$ cat config.mk
export PLATFORM = sky130hd
export DESIGN_NAME = prbs_tx
export DESIGN_NICKNAME = d
export VERILOG_FILES = /design/src/rtl/prbs_tx.sv
export SDC_FILE = /design/constraint.sdc
export NUM_CORES = 1
export LEC_CHECK = 0
export ABC_AREA = 1
export CAP_MARGIN = 20
export CORE_AREA = 5 5 85 87
export DETAILED_ROUTE_END_ITERATION = 6
export DIE_AREA = 0 0 90 92
export PLACE_DENSITY_LB_ADDON = 0.2
export RECOVER_POWER = 100
export SLEW_MARGIN = 20
export SYNTH_ARGS = -nofsm -noshare
export SYNTH_HDL_FRONTEND = slang
export SYNTH_SLANG_ARGS = --single-unit
$ cat constraint.sdc
create_clock -name clk -period 1.6 [get_ports clk]
set_input_delay 0.32 -clock clk [delete_from_list [all_inputs] [get_ports clk]]
set_output_delay 0.32 -clock clk [all_outputs]
set_load 0.005 [all_outputs]
$ cat src/rtl/prbs_tx.sv
// PRBS9 transmitter: one NRZ symbol per N_PHASES clocks with valid strobe.
// Build option PRBS_TX_ERR_INJECT_EN adds periodic single-bit error injection.
module prbs_tx #(
  parameter int         NB_OUTPUT  = 8,
  parameter int         NBF_OUTPUT = 7,
  parameter int         N_PHASES   = 4,
  parameter logic [8:0] SEED       = 9'h1AA,
  parameter int         ERR_PERIOD = 1000
) (
  input  logic                          clk,
  input  logic                          i_rst,
  input  logic                          i_en,
  input  logic                          i_restart,
  output logic signed [NB_OUTPUT-1:0]   o_data,
  output logic                          o_valid,
  output logic                          o_bit,
  output logic [$clog2(N_PHASES)-1:0]   o_phase,
  output logic [31:0]                   o_bit_cnt,
  output logic                          o_err_inj
);

  localparam int PW = $clog2(N_PHASES);
  localparam logic [NB_OUTPUT-1:0] POS =
    {1'b0, {(NB_OUTPUT-1){1'b1}}};
  localparam logic [NB_OUTPUT-1:0] NEG =
    ~POS + NB_OUTPUT'(1);

  if (N_PHASES < 2 || N_PHASES > 16 ||
      (N_PHASES & (N_PHASES - 1)) != 0) begin : g_bad_phases
    $error("prbs_tx: N_PHASES must be a power of two in 2..16");
  end
  if (ERR_PERIOD < 2 || ERR_PERIOD > 65535) begin : g_bad_period
    $error("prbs_tx: ERR_PERIOD out of range 2..65535");
  end
  if (SEED == 9'd0) begin : g_bad_seed
    $error("prbs_tx: SEED must be nonzero");
  end
  if (NBF_OUTPUT >= NB_OUTPUT) begin : g_bad_frac
    $error("prbs_tx: NBF_OUTPUT must be below NB_OUTPUT");
  end

  typedef enum logic [1:0] {
    IDLE = 2'd0,
    RUN  = 2'd1,
    HOLD = 2'd2
  } state_t;

  state_t          state;
  state_t          state_nxt;
  logic [8:0]      prbs;
  logic [8:0]      prbs_nxt;
  logic [PW-1:0]   phase_cnt;
  logic [PW-1:0]   phase_nxt;
  logic            run_cyc;
  logic            clr;
  logic            emit;
  logic            inject;
  logic            bit_tx;

  always_ff @(posedge clk or posedge i_rst) begin
    if (i_rst) begin
      state <= IDLE;
    end else begin
      state <= state_nxt;
    end
  end

  always_comb begin
    state_nxt = state;
    unique case (state)
      IDLE:    if (i_en)  state_nxt = RUN;
      RUN:     if (!i_en) state_nxt = HOLD;
      HOLD:    if (i_en)  state_nxt = RUN;
      default: state_nxt = IDLE;
    endcase
    if (i_restart) state_nxt = IDLE;
  end

  // Advance only while actually running; dropping i_en freezes at once.
  always_comb begin
    clr     = i_restart | (state == IDLE);
    run_cyc = (state == RUN) & i_en & ~i_restart;
    emit    = run_cyc & (phase_cnt == '0);
    bit_tx  = prbs[8] ^ inject;
    prbs_nxt = {prbs[7:0], prbs[8] ^ prbs[4]};
    if (phase_cnt == PW'(N_PHASES - 1)) begin
      phase_nxt = '0;
    end else begin
      phase_nxt = phase_cnt + PW'(1);
    end
  end

  always_ff @(posedge clk or posedge i_rst) begin
    if (i_rst) begin
      prbs      <= SEED;
      phase_cnt <= '0;
      o_data    <= '0;
      o_valid   <= 1'b0;
      o_bit     <= 1'b0;
      o_phase   <= '0;
      o_bit_cnt <= '0;
    end else begin
      o_valid <= emit;
      if (clr) begin
        prbs      <= SEED;
        phase_cnt <= '0;
        o_bit_cnt <= '0;
      end else if (run_cyc) begin
        phase_cnt <= phase_nxt;
        o_phase   <= phase_cnt;
        if (emit) begin
          o_bit  <= bit_tx;
          o_data <= bit_tx ? NEG : POS;
          prbs   <= prbs_nxt;
          if (o_bit_cnt != 32'hFFFF_FFFF) begin
            o_bit_cnt <= o_bit_cnt + 32'd1;
          end
        end
      end
    end
  end

`ifdef PRBS_TX_ERR_INJECT_EN
  logic [15:0] err_cnt;

  // Inversion hits only the emitted bit; the LFSR keeps the clean sequence.
  assign inject = (err_cnt == 16'(ERR_PERIOD - 1));

  always_ff @(posedge clk or posedge i_rst) begin
    if (i_rst) begin
      err_cnt   <= '0;
      o_err_inj <= 1'b0;
    end else begin
      o_err_inj <= emit & inject;
      if (i_restart) begin
        err_cnt <= '0;
      end else if (emit) begin
        err_cnt <= inject ? 16'd0 : err_cnt + 16'd1;
      end
    end
  end
`else
  assign inject    = 1'b0;
  assign o_err_inj = 1'b0;
`endif

endmodule

==> impl_metrics.env <==
export IMPL_run_status="finished clean"
export IMPL_port_buffers=47
export IMPL_clock_skew_final_ns=0.00980
export IMPL_number_of_diodes=0
export IMPL_route_top_layer_used="met4"
export IMPL_clkLatencyLatePin_ns=0.31
export IMPL_netSwitchingPower_uw=539
export IMPL_floorplan_die_height_um=92
export IMPL_vias=3005
export IMPL_routed_length_on_met3_um=408
export IMPL_post_synth_cell_area_avg_um2=7.40
export IMPL_switching_share_pct=23.6
export IMPL_yosys_area_top_type_share_pct=38.5
export IMPL_netlist_top_cell_by_area="dfrtp_1"
export IMPL_synth_cell_type_count=35
export IMPL_hold_violation_total_from_the_final_report=0
export IMPL_drcViolationCount=0
export IMPL_cts_buffers_inserted=5
export IMPL_post_synth_instance_area_mm2=0.00299
export IMPL_achievable_frequency_mhz=643
export IMPL_preCtsSetupSlack_ns=-0.244
export IMPL_p_int_uw=1740
export IMPL_syn_to_final_growth_pct=41.5
export IMPL_seq_area_mm2=0.00129
export IMPL_footprint_of_the_multi_input_gates_mm2=0.00156
export IMPL_clock_tree_from_tritoncts="yes"
export IMPL_slew_at_the_pin_with_the_worst_max_slew_slack_ns=0.529
export IMPL_dp_hpwl_um=6240
export IMPL_rsz0062_at_grt="yes"
export IMPL_core_area_mm2=0.00628
export IMPL_seq_power_share_pct=58.1
export IMPL_fin_crit_sh_pct=97.3
export IMPL_synth_top_flop_cell="dfrtp_1"
export IMPL_dieWidth_um=90
export IMPL_vdd_ir_drop_worst_mv=0.475
export IMPL_grt_pass1_vias=3040
export IMPL_numClockSinks=51
export IMPL_kind_of_end_point_of_the_critical_path="primary output"
export IMPL_dr_wl_met2_um=4000
export IMPL_max_root_sink_buffers=2
export IMPL_postSynthCellCount=404
export IMPL_worst_hold_path_type="input pin to asynchronous set/reset pin"
export IMPL_post_synth_edffs=0
export IMPL_clkPwrFrac_pct=33.9
export IMPL_final_report_setup_violation_count=0
export IMPL_via_per_inst=5.04
export IMPL_largest_net_degree_at_the_start_of_global_routing=30
export IMPL_final_max_slew_violation_count=0
export IMPL_route_antenna_remaining_nets=0
export IMPL_wl_per_cell_um=14.3
export IMPL_crit_type="flop to primary output"
export IMPL_path_delay_family="buffers and inverters"
export IMPL_timing_final_crit_period_ns=1.56
export IMPL_path_max_fanout=5
export IMPL_post_cts_hold_buffer_count=0
export IMPL_synthMostInstantiatedCell="nand2_1"
export IMPL_timing_critical_path_arrival_ns=1.24
export IMPL_p_leak_uw=0.00206
export IMPL_timing_final_ws_setup_ns=0.0438
export IMPL_fp_row_count=29
export IMPL_grt_remaining_overflow=0
export IMPL_met1_wire_length_um=3890
export IMPL_share_of_cells_above_drive_strength_1_pct=26.6
export IMPL_nets_finish=525
export IMPL_clk_pin_slew_worst_paths_ns=0.10
export IMPL_post_synth_most_frequent_cells="nand2_1 (147), nor2_1 (50), dfrtp_1 (46)"
export IMPL_power_frac_comb_pct=8.0
export IMPL_cts_root_buffer="clkbuf_8"
export IMPL_routed_wirelength_um=8510
export IMPL_maxCapViolCount=0
export IMPL_synthesis_yosys_warnings=0
export IMPL_fp_dieArea_mm2=0.00828
export IMPL_grt_first_pass_wirelength_um=14100
export IMPL_crit_slowest_cell="clkdlybuf4s50_1"
export IMPL_antenna_found_initial=0
export IMPL_grt_util_all_layers_pct=20.7
export IMPL_critical_path_startpoint_type="flop"
export IMPL_max_stage_delay_ns=0.52
export IMPL_worstPathCellList="clkdlybuf4s50_1"
export IMPL_start_util_pct=47.6
export IMPL_buffers_inverters_on_critical_path=1
export IMPL_design_portCount=49
export IMPL_synth_async_sr_flop_share_pct=100
export IMPL_ys_ff_latch=51
export IMPL_clock_tree_htree_level_count=2
export IMPL_detail_route_iter0_violations=166
export IMPL_power_density_mw_per_mm2=540
export IMPL_fraction_of_the_yosys_area_taken_by_sequential_cells_pct=42.9
export IMPL_maxSlewHeadroom_pct=64.7
export IMPL_top_post_synthesis_cells_by_area="dfrtp_1 (39%), nand2_1 (18%), nor2_1 (6.3%), inv_1 (4.9%), dfstp_2 (4.4%)"
export IMPL_worstPathRequired_ns=1.28
export IMPL_syn_nets=411
export IMPL_gp_congestion=0.912
export IMPL_iteration_count_of_the_initial_detailed_routing_pass=4
export IMPL_power_total_uw=2280
export IMPL_fillCellCount=552
==> layout by cell type (no fill, tap or decap), drive strengths merged <==
master	count
dfstp	5
nand4	7
o21bai	1
or2	4
a211oi	1
dlygate4sd2	27
nand3	20
clkbuf	10
clkdlybuf4s50	16
inv	39
o21a	1
o31ai	1
dlygate4sd3	1
xnor2	8
dfrtp	46
and2	3
buf	70
nand2	152
a22oi	4
a21oi	3
nor2	54
clkdlybuf4s25	2
conb	1
dlymetal6s2s	1
o211ai	1
ha	3
clkinv	1
xor2	4
nand3b	5
nor3	1
o21ai	23
o22ai	4
==> timing repair <==
item	in CTS	in global routing
gates cloned	0	1
gates resized for setup	31	52
buffers inserted	12	2
pin swaps	0	7
endpoints found under the setup margin	44	43
==> path summary, 6_finish.rpt <==
path | endpoint | cells after the start | slack, ns | startpoint
max in group asynchronous | o_bit_cnt[1] | 3 | 0.25 | i_rst
min in group clk | o_data[0] | 1 | 0.48 | o_data[0]
worst min-delay path | prbs[2] | 2 | 0.48 | i_rst
worst min register to register | o_data[0] | 1 | 0.48 | o_data[0]
worst max-delay path | o_bit_cnt[4] | 1 | 0.04 | o_bit_cnt[4]
worst max register to register | o_bit_cnt[5] | 9 | 0.06 | o_bit_cnt[1]
==> kinds of logic after synthesis <==
| kind of cell | after synthesis | synth area share, % |
|---|---|---|
| other | 1 | 0.125 |
| and+or+nand+nor | 246 | 35.7 |
| adders and majority gates | 3 | 1.26 |
| DFF | 51 | 42.9 |
| xor gates and xnor gates | 12 | 3.52 |
| AOI/OAI and AO/OA | 39 | 7.83 |
| buffers and inverters | 52 | 8.62 |
==> flip-flops by register name, indices dropped and copies added (netlist names) <==
name / flops
o_valid: 1
o_data: 3
state: 2
o_bit_cnt: 32
prbs: 9
o_phase: 2
phase_cnt: 2
==> power groups by stage <==
stage          clock network (uW)  registers [uW]  logic (uW)
2_1_floorplan                   0            1350        96.1
3_5_place_dp                    0            1350         178
6_report                      774            1330         182
4_1_cts                       789            1330         177
3_3_place_gp                    0            1350         176
5_1_grt                       843            1330         200
==> metrics by stage <==
step	setup TNS (ns)	hold slack [ns]	cells	util, %	area, um^2
final	0	0.477	596	67.4	4230
after global routing	-0.669	0.505	596	67.4	4230
after CTS	-0.0199	0.288	593	65.2	4090
after detailed placement	-7.63	0.460	573	62.6	3930
after global placement	-6.40	0.456	573	62.6	3930
after floorplan	0	0.392	404	-	3020
==> cell type report <==
class,count,share of cell area (%)
Multi-Input combinational cell,301,36.9
Sequential cell,51,30.5
Timing Repair Buffer,120,24.7
Inverter,39,3.46
Tap cell,77,2.28
Clock buffer,7,2.04
Clock inverter,1,0.118
==> routing by layer <==
metal | global-route usage, % | vias up
li1 | - | 1494
met1 | 28.0 | 1408
met2 | 33.5 | 83
met3 | 3.85 | 20
met4 | 7.20 | 0
met5 | 0 | -
Power figures use the tool's default switching activity.
